### src/rtl/npc_pkg.sv
// rtl/npc_pkg.sv - shared NPC core constants and IFU state encoding
package npc_pkg;

  localparam int XLEN = 32;
  localparam logic [XLEN-1:0] RESET_PC   = 32'h8000_0000;
  localparam logic [XLEN-1:0] FAULT_INST = 32'h0000_0000;

  typedef enum logic [1:0] {
    S_REQ  = 2'd0,
    S_WAIT = 2'd1,
    S_HOLD = 2'd2
  } ifu_state_e;

endpackage

### src/rtl/ifu_fetch.sv
// rtl/ifu_fetch.sv - multi-cycle instruction fetch unit, one outstanding imem read
module ifu_fetch
  import npc_pkg::*;
(
  input  logic            clk,
  input  logic            rst,
  output logic            imem_req_valid,
  input  logic            imem_req_ready,
  output logic [XLEN-1:0] imem_req_addr,
  input  logic            imem_rsp_valid,
  input  logic [XLEN-1:0] imem_rsp_data,
  input  logic            imem_rsp_err,
  output logic            out_valid,
  input  logic            out_ready,
  output logic [XLEN-1:0] out_inst,
  output logic [XLEN-1:0] out_pc,
  output logic            out_fault,
  input  logic            redirect_valid,
  input  logic [XLEN-1:0] redirect_pc
);

  ifu_state_e      state_q, state_d;
  logic [XLEN-1:0] pc_q, pc_d;
  logic            drop_q, drop_d;
  logic [XLEN-1:0] inst_q, inst_d;
  logic [XLEN-1:0] opc_q, opc_d;
  logic            fault_q, fault_d;
  logic            aligned;
  logic            req_fire;

  assign aligned        = (pc_q[1:0] == 2'b00);
  assign imem_req_valid = !rst && (state_q == S_REQ) && aligned;
  assign imem_req_addr  = pc_q;
  assign req_fire       = imem_req_valid && imem_req_ready;

  assign out_valid = !rst && (state_q == S_HOLD);
  assign out_inst  = inst_q;
  assign out_pc    = opc_q;
  assign out_fault = fault_q;

  always_comb begin
    state_d = state_q;
    pc_d    = pc_q;
    drop_d  = drop_q;
    inst_d  = inst_q;
    opc_d   = opc_q;
    fault_d = fault_q;

    case (state_q)
      S_REQ: begin
        if (!aligned) begin
          state_d = S_HOLD;
          fault_d = 1'b1;
          inst_d  = FAULT_INST;
          opc_d   = pc_q;
        end else if (req_fire) begin
          state_d = S_WAIT;
        end
      end
      S_WAIT: begin
        if (imem_rsp_valid) begin
          if (drop_q) begin
            drop_d  = 1'b0;
            state_d = S_REQ;
          end else begin
            state_d = S_HOLD;
            fault_d = imem_rsp_err;
            inst_d  = imem_rsp_err ? FAULT_INST : imem_rsp_data;
            opc_d   = pc_q;
          end
        end
      end
      S_HOLD: begin
        if (out_ready) begin
          pc_d    = pc_q + 32'd4;
          state_d = S_REQ;
        end
      end
      default: state_d = S_REQ;
    endcase

    // Redirect wins; an issued-but-unanswered read must still be drained.
    if (redirect_valid) begin
      pc_d    = redirect_pc;
      inst_d  = inst_q;
      opc_d   = opc_q;
      fault_d = fault_q;
      if ((state_q == S_WAIT && !imem_rsp_valid) || (state_q == S_REQ && req_fire)) begin
        drop_d  = 1'b1;
        state_d = S_WAIT;
      end else begin
        drop_d  = 1'b0;
        state_d = S_REQ;
      end
    end
  end

  always_ff @(posedge clk) begin
    if (rst) begin
      state_q <= S_REQ;
      pc_q    <= RESET_PC;
      drop_q  <= 1'b0;
      inst_q  <= FAULT_INST;
      opc_q   <= '0;
      fault_q <= 1'b0;
    end else begin
      state_q <= state_d;
      pc_q    <= pc_d;
      drop_q  <= drop_d;
      inst_q  <= inst_d;
      opc_q   <= opc_d;
      fault_q <= fault_d;
    end
  end

endmodule

### config.mk
export PLATFORM = sky130hd
export DESIGN_NAME = ifu_fetch
export DESIGN_NICKNAME = d
export VERILOG_FILES = /design/src/rtl/npc_pkg.sv /design/src/rtl/ifu_fetch.sv
export SDC_FILE = /design/constraint.sdc
export NUM_CORES = 1
export LEC_CHECK = 0
export CORE_ASPECT_RATIO = 0.9
export CORE_MARGIN = 4
export CORE_UTILIZATION = 47
export CTS_CLUSTER_DIAMETER = 100
export DETAILED_ROUTE_END_ITERATION = 12
export HOLD_SLACK_MARGIN = 0.1
export PLACE_DENSITY = 0.86
export SLEW_MARGIN = 20
export SYNTH_ARGS = -nofsm -noshare
export SYNTH_HDL_FRONTEND = slang
export SYNTH_SLANG_ARGS = --single-unit
export TNS_END_PERCENT = 50
### constraint.sdc
create_clock -name clk -period 5.05 [get_ports clk]
set_input_delay 1.01 -clock clk [delete_from_list [all_inputs] [get_ports clk]]
set_output_delay 1.01 -clock clk [all_outputs]
set_load 0.02 [all_outputs]
## Yosys cells after proc, flatten, opt, wreduce, memory -nomap -nowiden

Cells that the tools add are included.

- Bits in registers: 100
- Input port bits: 71
- Output and inout bits: 99
- Word-level logic and storage cells: 64

- $add $sub $neg: 1
- Equality and inequality tests: 8
- Mux-type cells: 28
- Bitwise operators: 1
- Reductions and logical operators: 20

Operator list:

| operator | number |
|---|---|
| $mux 32 | 10 |
| $pmux 32 s2 | 2 |
| $add 32x3->32 const B | 1 |
| $mux 2 | 6 |
| $reduce_bool 2->1 | 5 |
| $mux 1 | 8 |
| $logic_and 1x1->1 | 6 |
| $ne 2x2->1 const B | 3 |
| $ne 3x3->1 const B | 2 |
| $pmux 2 s3 | 1 |
| $reduce_and 5->1 | 1 |
| $logic_not 2->1 | 2 |
| $ne 4x4->1 const B | 1 |
| $reduce_and 2->1 | 2 |
| $reduce_and 3->1 | 1 |
| $eq 2x1->1 const B | 1 |
| $eq 2x2->1 const B | 1 |
| $logic_not 1->1 | 2 |
| $pmux 1 s2 | 1 |
| $logic_or 1x1->1 | 1 |
| $not 1->1 | 1 |

## Longest topological paths before layout

Gate-level depths: netlist of run 1.

- Depth after elaboration: 8
- Mapped depth: 6
- Depth with buffers taken out: 5

## Worst setup path before layout of run 1

Ideal clock, no wire load.

- Path kind: input to output
- Start: in rst
- End: out out_valid
- Data arrival time: 2.104 ns
- Data required time: 4.040 ns
- Path slack: 1.936 ns
- Cell stages on the path: 4
- Path buffers: 3
- Cells stage by stage: clkbuf_1 > clkbuf_1 > buf_1 > nor3b_1

- Longest elaborated chain between the ends: 2

RTL lines:

| what | RTL line | source |
|---|---|---|
| from (decl) | ifu_fetch.sv:6 | `input logic rst,` |
| $logic_not 1->1 | ifu_fetch.sv:36 | `assign out_valid = !rst && (state_q == S_HOLD);` |
| $logic_and 1x1->1 | ifu_fetch.sv:36 |  |
| to (decl) | ifu_fetch.sv:13 | `output logic out_valid,` |

No other way between the ends.

## Worst setup path after layout of run 1

- Start: in rst
- End: out imem_req_valid

- Longest elaborated chain between the ends: 3

RTL lines:

| what | RTL line | source |
|---|---|---|
| $logic_not 1->1 | ifu_fetch.sv:32 | `assign imem_req_valid = !rst && (state_q == S_REQ) && aligned;` |
| $logic_and 1x1->1 (2 in a row) | ifu_fetch.sv:32 |  |
| to (decl) | ifu_fetch.sv:7 | `output logic imem_req_valid,` |

No other way between the ends.

==> results.txt, run 1 <==
Run status: completed
Floorplan die area: 10500 um2
Dpl cell area: 5940 um2
Maximum buffer depth of the clock tree: 2
Leading post-synthesis cells by cell area: sky130_fd_sc_hd__dfxtp_1 (48%), sky130_fd_sc_hd__nand2_1 (7.2%), sky130_fd_sc_hd__a22oi_1 (6.1%), sky130_fd_sc_hd__nor2_1 (5.4%), sky130_fd_sc_hd__a21oi_1 (4.6%)
Clock latency reported for the late side of the worst-skew pair: 370 ps
Number of antenna violations at the first check in global routing: 0
Floorplan row count: 32
Most common cell in the synthesized netlist: sky130_fd_sc_hd__dfxtp_1
Synth top cells by count: sky130_fd_sc_hd__dfxtp_1 (100), sky130_fd_sc_hd__nand2_1 (81), sky130_fd_sc_hd__nor2_1 (61)
Effective utilization at floorplan: 48.7%
Maximum fanout encountered on the critical timing path: 35
DRC violations left: 0
Average routed wire per standard cell: 16.5 um
Seq/Total Area, Yosys: 47.5%
Number of enable flip-flop cells after synthesis: 0
Post-CTS setup buffer count: 0
Launch instance of the worst min-delay path: out_pc[21]$_SDFFE_PP0P_
Min Tclk post-route: 3430 ps
Power share of the combinational group: 16.7%
Routability congestion estimate: 0.801
Number of global-route vias before repair: 4274
Count of buffering cells on the critical path with inverters included: 2
Combinational family with the most area after synthesis: simple AND/OR/NAND/NOR gates
Cell breakdown of the critical path: buf_4 -> or4_1 -> nor2_1 -> clkdlybuf4s50_1
Area of all placed cells without fillers: 6160 um2
Post-synthesis cell count: 499
Max-slew violation total from the final report: 0
DR vias: 4316
Cell count of the worst reg-to-reg path: 4
Setup-failing EPs final: 0
GRT Residual Overflow: 0
Worst hold slack after final layout: 459 ps
Die Y-Extent: 97.8 um
GRT Util Overall: 23.9%
Vias per std cell: 5.61
Slew of the pin with the lowest slew margin: 855 ps
Core area: 8650 um2
Launching element type of the critical path: primary input
Post-synthesis area per instance: 8.44 um2
CP max stage cell: sky130_fd_sc_hd__clkdlybuf4s50_1
Sinks on Clock Net: 100
Share of the synthesized area in compound gates (AO/OA/AOI/OAI): 19.6%
Async set-or-reset flop fraction in the synthesized netlist: 0%
Flip-flop and latch count after synthesis: 100
Drt pass-1 iters: 5
Share of cell area taken by muxes after synthesis: 0.980%
Worst hold path type: reg -> reg
First-pass GRT wire length: 21000 um
Switch Pwr: 0.456 mW
Clock H-tree levels: 3
WHS Path Cells: 2
Root Buffer Master: sky130_fd_sc_hd__clkbuf_8
Final HPWL from detailed placement: 8970 um
Register-to-register setup slack: 2470 ps
Reg2Reg Capture Point: imem_req_addr[26]$_SDFFE_PP0N_
Number of hold buffers added after CTS: 0
Final Hold Violating Endpoints: 0
Clock buffer count from CTS: 9
Syn. warnings: 0
Leakage: 2.08 nW
Clock-pin slew of the registers on the worst-case setup and hold paths: 100 ps
Delay contributed by the slowest stage of the critical path: 630 ps
Gate family responsible for the most delay along the worst path: buffers and inverters
Number of gates resized after cts: 0
NumNets Final: 717
Area share of fa/ha/maj cells after synthesis: 0.297%
Internal portion of total power: 1.20 mW
Setup slack after layout: 1620 ps
Switching Fraction: 27.5%
WS Path Type: in -> out
# port buffers: 169
Cell area after synthesis: 4210 um2
Largest net degree at the start of global routing: 75
Fin crit share: 68.0%
Portion of total power attributed to the clock network: 31.3%
Most instantiated flip-flop cell in the synthesis netlist: sky130_fd_sc_hd__dfxtp_1
Chip Width: 108 um
Net count of the mapped netlist: 571
Endpoint, Worst Hold: out_pc[21]$_SDFFE_PP0P_
Data arrival time of the critical path: 2420 ps
Overall power of the completed layout: 1.66 mW
Post-synth top area cell: sky130_fd_sc_hd__dfxtp_1
Pre-CTS setup slack: 1540 ps
Power per cell area: 270 nW/um2
Fraction of layout cells with a size suffix above 1: 4.15%
Setup_tns: 0 ps
Library cells used by synthesis: 45
Synth top area share: 47.5%
Overall routed net length: 12700 um
Critical R2R Launch: state_q[1]$_SDFFE_PP0P_
Post-synthesis share of cell area spent on xor and xnor gates: 1.66%
Clock tree from TritonCTS: done
Synthesis-to-layout area growth: 46.2%
Share of total power in sequential cells: 52.0%
Clock skew: 15.0 ps
Max-capacitance violation count: 0
Unrepaired setup endpoints after global routing: no
Antenna-violating nets left: 0
Normalized max-slew margin: 42.9%
Initial DRC count: 181
Worst-case vdd ir drop: 218 uV
Number of inserted diodes: 0
Timing-limited maximum frequency: 0.291 GHz
Post-synthesis share of cell area spent on and, or, nand and nor gates: 25.7%
Crit path capture type: output port
Num ports: 170
Worst endpoint required time: 4040 ps
[metal layers]
metal	track usage [%]	vias up	routed length [um]
li1	-	2099	-
met2	39.6	177	6030
met3	7.67	13	1170
met1	30.0	2027	5330
met4	6.50	0	139
met5	0	-	0
[worst max-delay path by stage]
stage,from,endpoint,cells past startpoint
floorplan,rst,out_valid,4
global placement,redirect_valid,out_inst[26]$_SDFFE_PP0P_,5
detailed placement,out_ready,imem_req_addr[22]$_SDFFE_PP0N_,5
CTS,rst,imem_req_valid,4
global route,rst,imem_req_valid,4
finish,rst,imem_req_valid,4
[registers in the layout, summed over array words and instances, names as in the netlist]
name	cells
drop_q	1
imem_req_addr	32
out_fault	1
out_inst	32
out_pc	32
state_q	2
[final cells by class]
cell class | count | area [um2]
fillers | 672 | 2490
multi-input cells | 354 | 2050
flip-flops and latches | 100 | 2000
repair buffers | 175 | 1750
clock buffers | 13 | 149
well taps | 119 | 149
clock inverters | 3 | 46.3
inverters | 5 | 18.8
[worst reg2reg max path, stage by stage, from the launching register on]
cell,delay [ps]
sky130_fd_sc_hd__dfxtp_1,640
sky130_fd_sc_hd__and4b_1,340
sky130_fd_sc_hd__nand4_1,550
sky130_fd_sc_hd__or4_1,690
sky130_fd_sc_hd__a311oi_1,270
[power groups by stage]
stage	clock network [mW]	logic [mW]	registers, mW
6_report	0.520	0.277	0.863
4_1_cts	0.524	0.275	0.863
2_1_floorplan	0	0.0988	0.904
5_1_grt	0.556	0.299	0.870
3_3_place_gp	0	0.268	0.878
3_5_place_dp	0	0.273	0.881
[cell families after synthesis]
| kind of cell | count (synthesis) |
|---|---|
| AOI/OAI and AO/OA | 121 |
| xor gates and xnor gates | 8 |
| adders and majority gates | 1 |
| buffers and inverters | 45 |
| DFF | 100 |
| muxes | 4 |
| and+or+nand+nor | 220 |
[stage by stage]
step           std cells  util (%)
5_1_grt              769      71.2
4_1_cts              768      71.0
3_3_place_gp         752      68.6
3_5_place_dp         752      68.7
6_report             769      71.2
2_1_floorplan        499         -
[cell usage in the layout, fill, tap and decap left out, drive strengths merged, types with 9 or more instances in the layout]
master	instances
clkdlybuf4s50	168
dfxtp	100
nand2	81
nor2	61
a21oi	39
a22oi	34
a311oi	14
nand3	13
or4	13
clkbuf	13
and4	10
nand4	9
o31ai	9
a211oi	9
Power figures use the tool's default switching activity.
==> inputs of run 2 (changes only) <==
CORE_UTILIZATION = 39   (was 47)
PLACE_DENSITY = 0.76   (was 0.86)
clock period = 2.8 ns   (was 5.05 ns; I/O delays follow)
==> results.txt, run 2 (synthesis results as in run 1) <==
Final non-filler cell total: 788 (+2.5%)
Final HPWL from detailed placement: 9550 um (+6.5%)
Fraction of layout cells with a size suffix above 1: 5.92% (+1.8 points)
Post-Place Cells: 772 (+2.7%)
Core area: 10400 um2 (+20%)
Fin crit share: 90.2%
Highest layer used for signal routing: met4
Sinks on Clock Net: 100 (unchanged)
Max-slew violation total from the final report: 0 (unchanged)
Data arrival time of the critical path: 1960 ps (-460 ps)
# port buffers: 169 (unchanged)
Average routed wire per standard cell: 16.5 um (about the same)
WS Path Type: reg -> out
Routability congestion estimate: 0.760 (-5.2%)
DR vias: 4304 (-0.28%)
GRT Util Overall: 20.8% (-3.2 points)
Die Y-Extent: 107 um (+9.0%)
Share of total power in sequential cells: 47.2% (-4.8 points)
Number of inserted diodes: 0 (unchanged)
DRC violations left: 0 (unchanged)
NumNets Final: 726 (+1.3%)
First-pass GRT wire length: 21600 um (+3.2%)
Largest net degree at the start of global routing: 56 (-25%)
Drt pass-1 iters: 4 (-1)
Chip Width: 118 um (+9.1%)
Commonest cells after routing, fill and taps aside: sky130_fd_sc_hd__clkdlybuf4s50_1 (168), sky130_fd_sc_hd__dfxtp_1 (100), sky130_fd_sc_hd__nand2_1 (81), sky130_fd_sc_hd__nor2_1 (60), sky130_fd_sc_hd__a21oi_1 (39)
Dpl cell area: 6050 um2 (+1.8%)
Power share of the combinational group: 15.5% (-1.2 points)
Root Buffer Master: sky130_fd_sc_hd__clkbuf_16
Setup slack after layout: 275 ps (-1340 ps)
Portion of total power attributed to the clock network: 37.3% (+6.0 points)
Wire length on met3: 1160 um (-1.3%)
Normalized max-slew margin: 63.4% (+20 points)
Number of gates resized after cts: 0 (unchanged)
Critical R2R Launch: state_q[1]$_SDFFE_PP0P_
Floorplan row count: 35 (+9.4%)
Setup-failing EPs final: 0 (unchanged)
Antenna-violating nets left: 0 (unchanged)
Clock latency reported for the late side of the worst-skew pair: 340 ps (-30 ps)
GRT Residual Overflow: 0 (unchanged)
Area of all placed cells without fillers: 6340 um2 (+3.0%)
Clock buffer count from CTS: 9 (unchanged)
Worst endpoint required time: 2240 ps (-1800 ps)
Clock-pin slew of the registers on the worst-case setup and hold paths: 80 ps (-20 ps)
Switching Fraction: 28.1% (+0.63 points)
Pre-CTS setup slack: 48.2 ps (-1490 ps)
Switch Pwr: 0.924 mW (+100%)
Unrepaired setup endpoints after global routing: no
Maximum fanout encountered on the critical timing path: 6 (-83%)
Overall routed net length: 13000 um (+2.5%)
Synthesis-to-layout area growth: 50.6%
Timing-limited maximum frequency: 0.396 GHz
Leakage: 2.18 nW (+4.5%)
Run status: completed
Effective utilization at floorplan: 40.6% (-8.1 points)
Clock skew: 8.11 ps (-6.86 ps)
Internal portion of total power: 2.37 mW (+96%)
Critical path launch point: imem_req_addr[1]$_SDFFE_PP0P_
Launching element type of the critical path: register
Launch instance of the worst min-delay path: out_pc[28]$_SDFFE_PP0P_
Met2 wire length: 6080 um (+0.91%)
Floorplan die area: 12500 um2 (+19%)
Post-CTS setup buffer count: 0 (unchanged)
Min Tclk post-route: 2520 ps
Worst hold path type: reg -> reg
Crit path capture type: output port
End-of-flow core utilization: 61.1% (-10 points)
Most common cell after layout, fill and taps aside: sky130_fd_sc_hd__clkdlybuf4s50_1
Maximum buffer depth of the clock tree: 2 (unchanged)
Clock H-tree levels: 3 (unchanged)
Setup_tns: 0 ps (unchanged)
Final Hold Violating Endpoints: 0 (unchanged)
Max-capacitance violation count: 0 (unchanged)
Initial DRC count: 310 (+71%)
Number of antenna violations at the first check in global routing: 0 (unchanged)
Number of global-route vias before repair: 4236 (-0.89%)
Number of hold buffers added after CTS: 0 (unchanged)
Routed met1 length: 5570 um (+4.5%)
Slew of the pin with the lowest slew margin: 549 ps (-306 ps)
Clock tree from TritonCTS: done
Num ports: 170 (unchanged)
Vias per std cell: 5.46 (-2.7%)
Power per cell area: 519 nW/um2 (+92%)
Worst-case vdd ir drop: 326 uV (+50%)
[run 2: power by group through the flow]
| stage | Clock [mW] | Sequential, mW | Combinational, mW |
|---|---|---|---|
| finish | 1.23 | 1.55 | 0.511 |
| global route | 1.33 | 1.56 | 0.552 |
| CTS | 1.26 | 1.55 | 0.516 |
| detailed placement | 0 | 1.58 | 0.513 |
| global placement | 0 | 1.58 | 0.505 |
| floorplan | 0 | 1.63 | 0.178 |
[run 2: stage by stage]
step / hold WS (ps) / power, mW
6_report: 454 / 3.29
5_1_grt: 475 / 3.44
4_1_cts: 457 / 3.32
3_5_place_dp: 446 / 2.10
3_3_place_gp: 444 / 2.09
2_1_floorplan: 535 / 1.81
[run 2: metal layers]
metal / vias to the layer above / global-route usage (%)
li1: 2120 / -
met1: 1998 / 26.0
met2: 169 / 33.8
met3: 17 / 8.44
met4: 0 / 4.60
met5: - / 0
[run 2: worst paths after layout]
| kind | endpoint | slack (ps) | depth (start not counted) |
|---|---|---|---|
| worst max-delay path | imem_req_valid | 280 | 3 |
| worst min-delay path | out_pc[28]$_SDFFE_PP0P_ | 450 | 2 |
| worst max register to register | imem_req_addr[29]$_SDFFE_PP0N_ | 560 | 4 |
| worst min register to register | out_pc[28]$_SDFFE_PP0P_ | 450 | 2 |
[run 2: layout make-up]
class                      count  area, um2
inverter                       5       18.8
sequential                   100       2000
multi-input combinational    354       2040
tap                          129        161
timing repair buffer         184       1830
fill                         924       4040
clock buffer                   9        225
clock inverter                 7       67.6
[run 2: worst max-delay path, cell delays in order, from the launching register on]
cell and delay (ps):
sky130_fd_sc_hd__dfxtp_1 360, sky130_fd_sc_hd__or4_1 530, sky130_fd_sc_hd__nor2_1 110, sky130_fd_sc_hd__clkdlybuf4s50_1 620
==> inputs of run 3 (changes only) <==
CORE_MARGIN = 2   (was 4)
==> results.txt, run 3 (synthesis results as in run 1) <==
Register-to-register setup slack: 550 ps (about the same)
Floorplan die area: 11600 um2 (-7.0%)
Effective utilization at floorplan: 40.6% (unchanged)
DRC violations left: 0 (unchanged)
Clock H-tree levels: 3 (unchanged)
Pre-CTS setup slack: 65.3 ps (+17.2 ps)
Clock latency reported for the late side of the worst-skew pair: 330 ps (about the same)
Launch instance of the worst min-delay path: out_pc[28]$_SDFFE_PP0P_
Number of hold buffers added after CTS: 0 (unchanged)
Core area: 10400 um2 (unchanged)
Worst hold path type: reg -> reg
# port buffers: 169 (unchanged)
First-pass GRT wire length: 19800 um (-8.3%)
Clock skew: 7.91 ps (-0.199 ps)
Number of antenna violations at the first check in global routing: 0 (unchanged)
Area of all placed cells without fillers: 6350 um2 (+0.12%)
End-of-flow core utilization: 61.2% (+0.072 points)
Average routed wire per standard cell: 16.0 um (-2.9%)
Post-CTS setup buffer count: 0 (unchanged)
Fin crit share: 90.3% (+0.099 points)
Num ports: 170 (unchanged)
Worst-case vdd ir drop: 248 uV (-24%)
Data arrival time of the critical path: 1970 ps (about the same)
Timing-limited maximum frequency: 0.396 GHz (-0.11%)
Unrepaired setup endpoints after global routing: no
Setup_tns: 0 ps (unchanged)
Clock buffer count from CTS: 9 (unchanged)
WS Path Type: reg -> out
Antenna-violating nets left: 0 (unchanged)
Endpoint, Worst Hold: out_pc[28]$_SDFFE_PP0P_
Vias per std cell: 5.53 (+1.3%)
Launching element type of the critical path: register
Worst endpoint required time: 2240 ps (about the same)
Floorplan row count: 35 (unchanged)
Slew of the pin with the lowest slew margin: 1070 ps (+519 ps)
Fraction of layout cells with a size suffix above 1: 5.76% (-0.16 points)
Overall routed net length: 12600 um (-2.7%)
GRT Residual Overflow: 0 (unchanged)
Number of inserted diodes: 0 (unchanged)
Max-slew violation total from the final report: 0 (unchanged)
Critical R2R Launch: state_q[1]$_SDFFE_PP0P_
Final Hold Violating Endpoints: 0 (unchanged)
Chip Width: 114 um (-3.4%)
Number of global-route vias before repair: 4154 (-1.9%)
Run status: completed
Min Tclk post-route: 2530 ps (+2.77 ps)
Crit path capture type: output port
Largest net degree at the start of global routing: 107 (+91%)
Maximum buffer depth of the clock tree: 2 (unchanged)
Max-capacitance violation count: 0 (unchanged)
Leakage: 2.17 nW (about the same)
Fillers: 911 (-1.4%)
Reg2Reg Capture Point: imem_req_addr[29]$_SDFFE_PP0N_
Clock tree from TritonCTS: done
Normalized max-slew margin: 28.8% (-35 points)
Number of gates resized after cts: 0 (unchanged)
Clock-pin slew of the registers on the worst-case setup and hold paths: 70 ps (about the same)
Dpl cell area: 6040 um2 (about the same)
Cell count of the worst reg-to-reg path: 4 (unchanged)
Commonest cells after routing, fill and taps aside: sky130_fd_sc_hd__clkdlybuf4s50_1 (168), sky130_fd_sc_hd__dfxtp_1 (100), sky130_fd_sc_hd__nand2_1 (81), sky130_fd_sc_hd__nor2_1 (60), sky130_fd_sc_hd__a21oi_1 (39)
WHS Path Cells: 2 (unchanged)
Initial DRC count: 209 (-33%)
Power per cell area: 525 nW/um2 (+1.2%)
Synthesis-to-layout area growth: 50.8%
Overall power of the completed layout: 3.33 mW (+1.3%)
Maximum fanout encountered on the critical timing path: 6 (unchanged)
Sinks on Clock Net: 100 (unchanged)
Root Buffer Master: sky130_fd_sc_hd__clkbuf_16
Final HPWL from detailed placement: 8890 um (-7.0%)
DR vias: 4367 (+1.5%)
Setup slack after layout: 273 ps (-2.77 ps)
Routability congestion estimate: 0.771 (+1.5%)
Setup-failing EPs final: 0 (unchanged)
Die Y-Extent: 103 um (-3.8%)
NumNets Final: 727 (+0.14%)
Most common cell after layout, fill and taps aside: sky130_fd_sc_hd__clkdlybuf4s50_1
GRT Util Overall: 21.0% (+0.20 points)
Drt pass-1 iters: 5 (+1)
run 3: cell types whose count changed in the layout (fill, tap and decap cells not counted), sizes merged:
cell | previous run | this run
buf | 16 | 17
bufinv | 0 | 1
clkbuf | 9 | 13
clkinv | 2 | 0
clkinvlp | 1 | 2
inv | 9 | 5
run 3: worst max path at each step:
stage | from | endpoint | slack (ps) | cells after the start
global route | imem_req_addr[1]$_SDFFE_PP0P_ | imem_req_valid | 190 | 3
floorplan | rst | out_valid | 590 | 4
global placement | out_ready | imem_req_addr[29]$_SDFFE_PP0N_ | 80 | 5
finish | imem_req_addr[1]$_SDFFE_PP0P_ | imem_req_valid | 270 | 3
CTS | imem_req_addr[1]$_SDFFE_PP0P_ | imem_req_valid | 240 | 3
detailed placement | out_ready | imem_req_addr[29]$_SDFFE_PP0N_ | 70 | 5
run 3: stage by stage:
stage	cells	hold WS [ps]
CTS	789	456
finish	789	451
global placement	773	443
detailed placement	773	447
global route	789	477
floorplan	499	535
run 3: worst max-delay path: stages (launching register included):
cell	delay, ps
sky130_fd_sc_hd__dfxtp_1	360
sky130_fd_sc_hd__or4_1	540
sky130_fd_sc_hd__nor2_1	120
sky130_fd_sc_hd__clkdlybuf4s50_1	620
run 3: report_power, final:
part,internal [mW],switching (mW)
Sequential,1.48,0.0735
Combinational,0.255,0.253
Clock,0.743,0.527
run 3: layout make-up:
class                           instances  area (um2)  share of cell area (%)
Tap cell                              129         161                    2.54
Clock inverter                          3        45.0                   0.709
Inverter                                5        18.8                   0.296
Multi-Input combinational cell        354        2040                    32.1
Timing Repair Buffer                  185        1820                    28.7
Clock buffer                           13         260                    4.10
Sequential cell                       100        2000                    31.5
run 3: metal layers:
metal / part of all wire (%) / track usage [%]
met4: 1.1 / 5.16
met1: 43 / 26.5
met5: 0 / 0
met2: 47 / 35.1
met3: 8.7 / 6.76
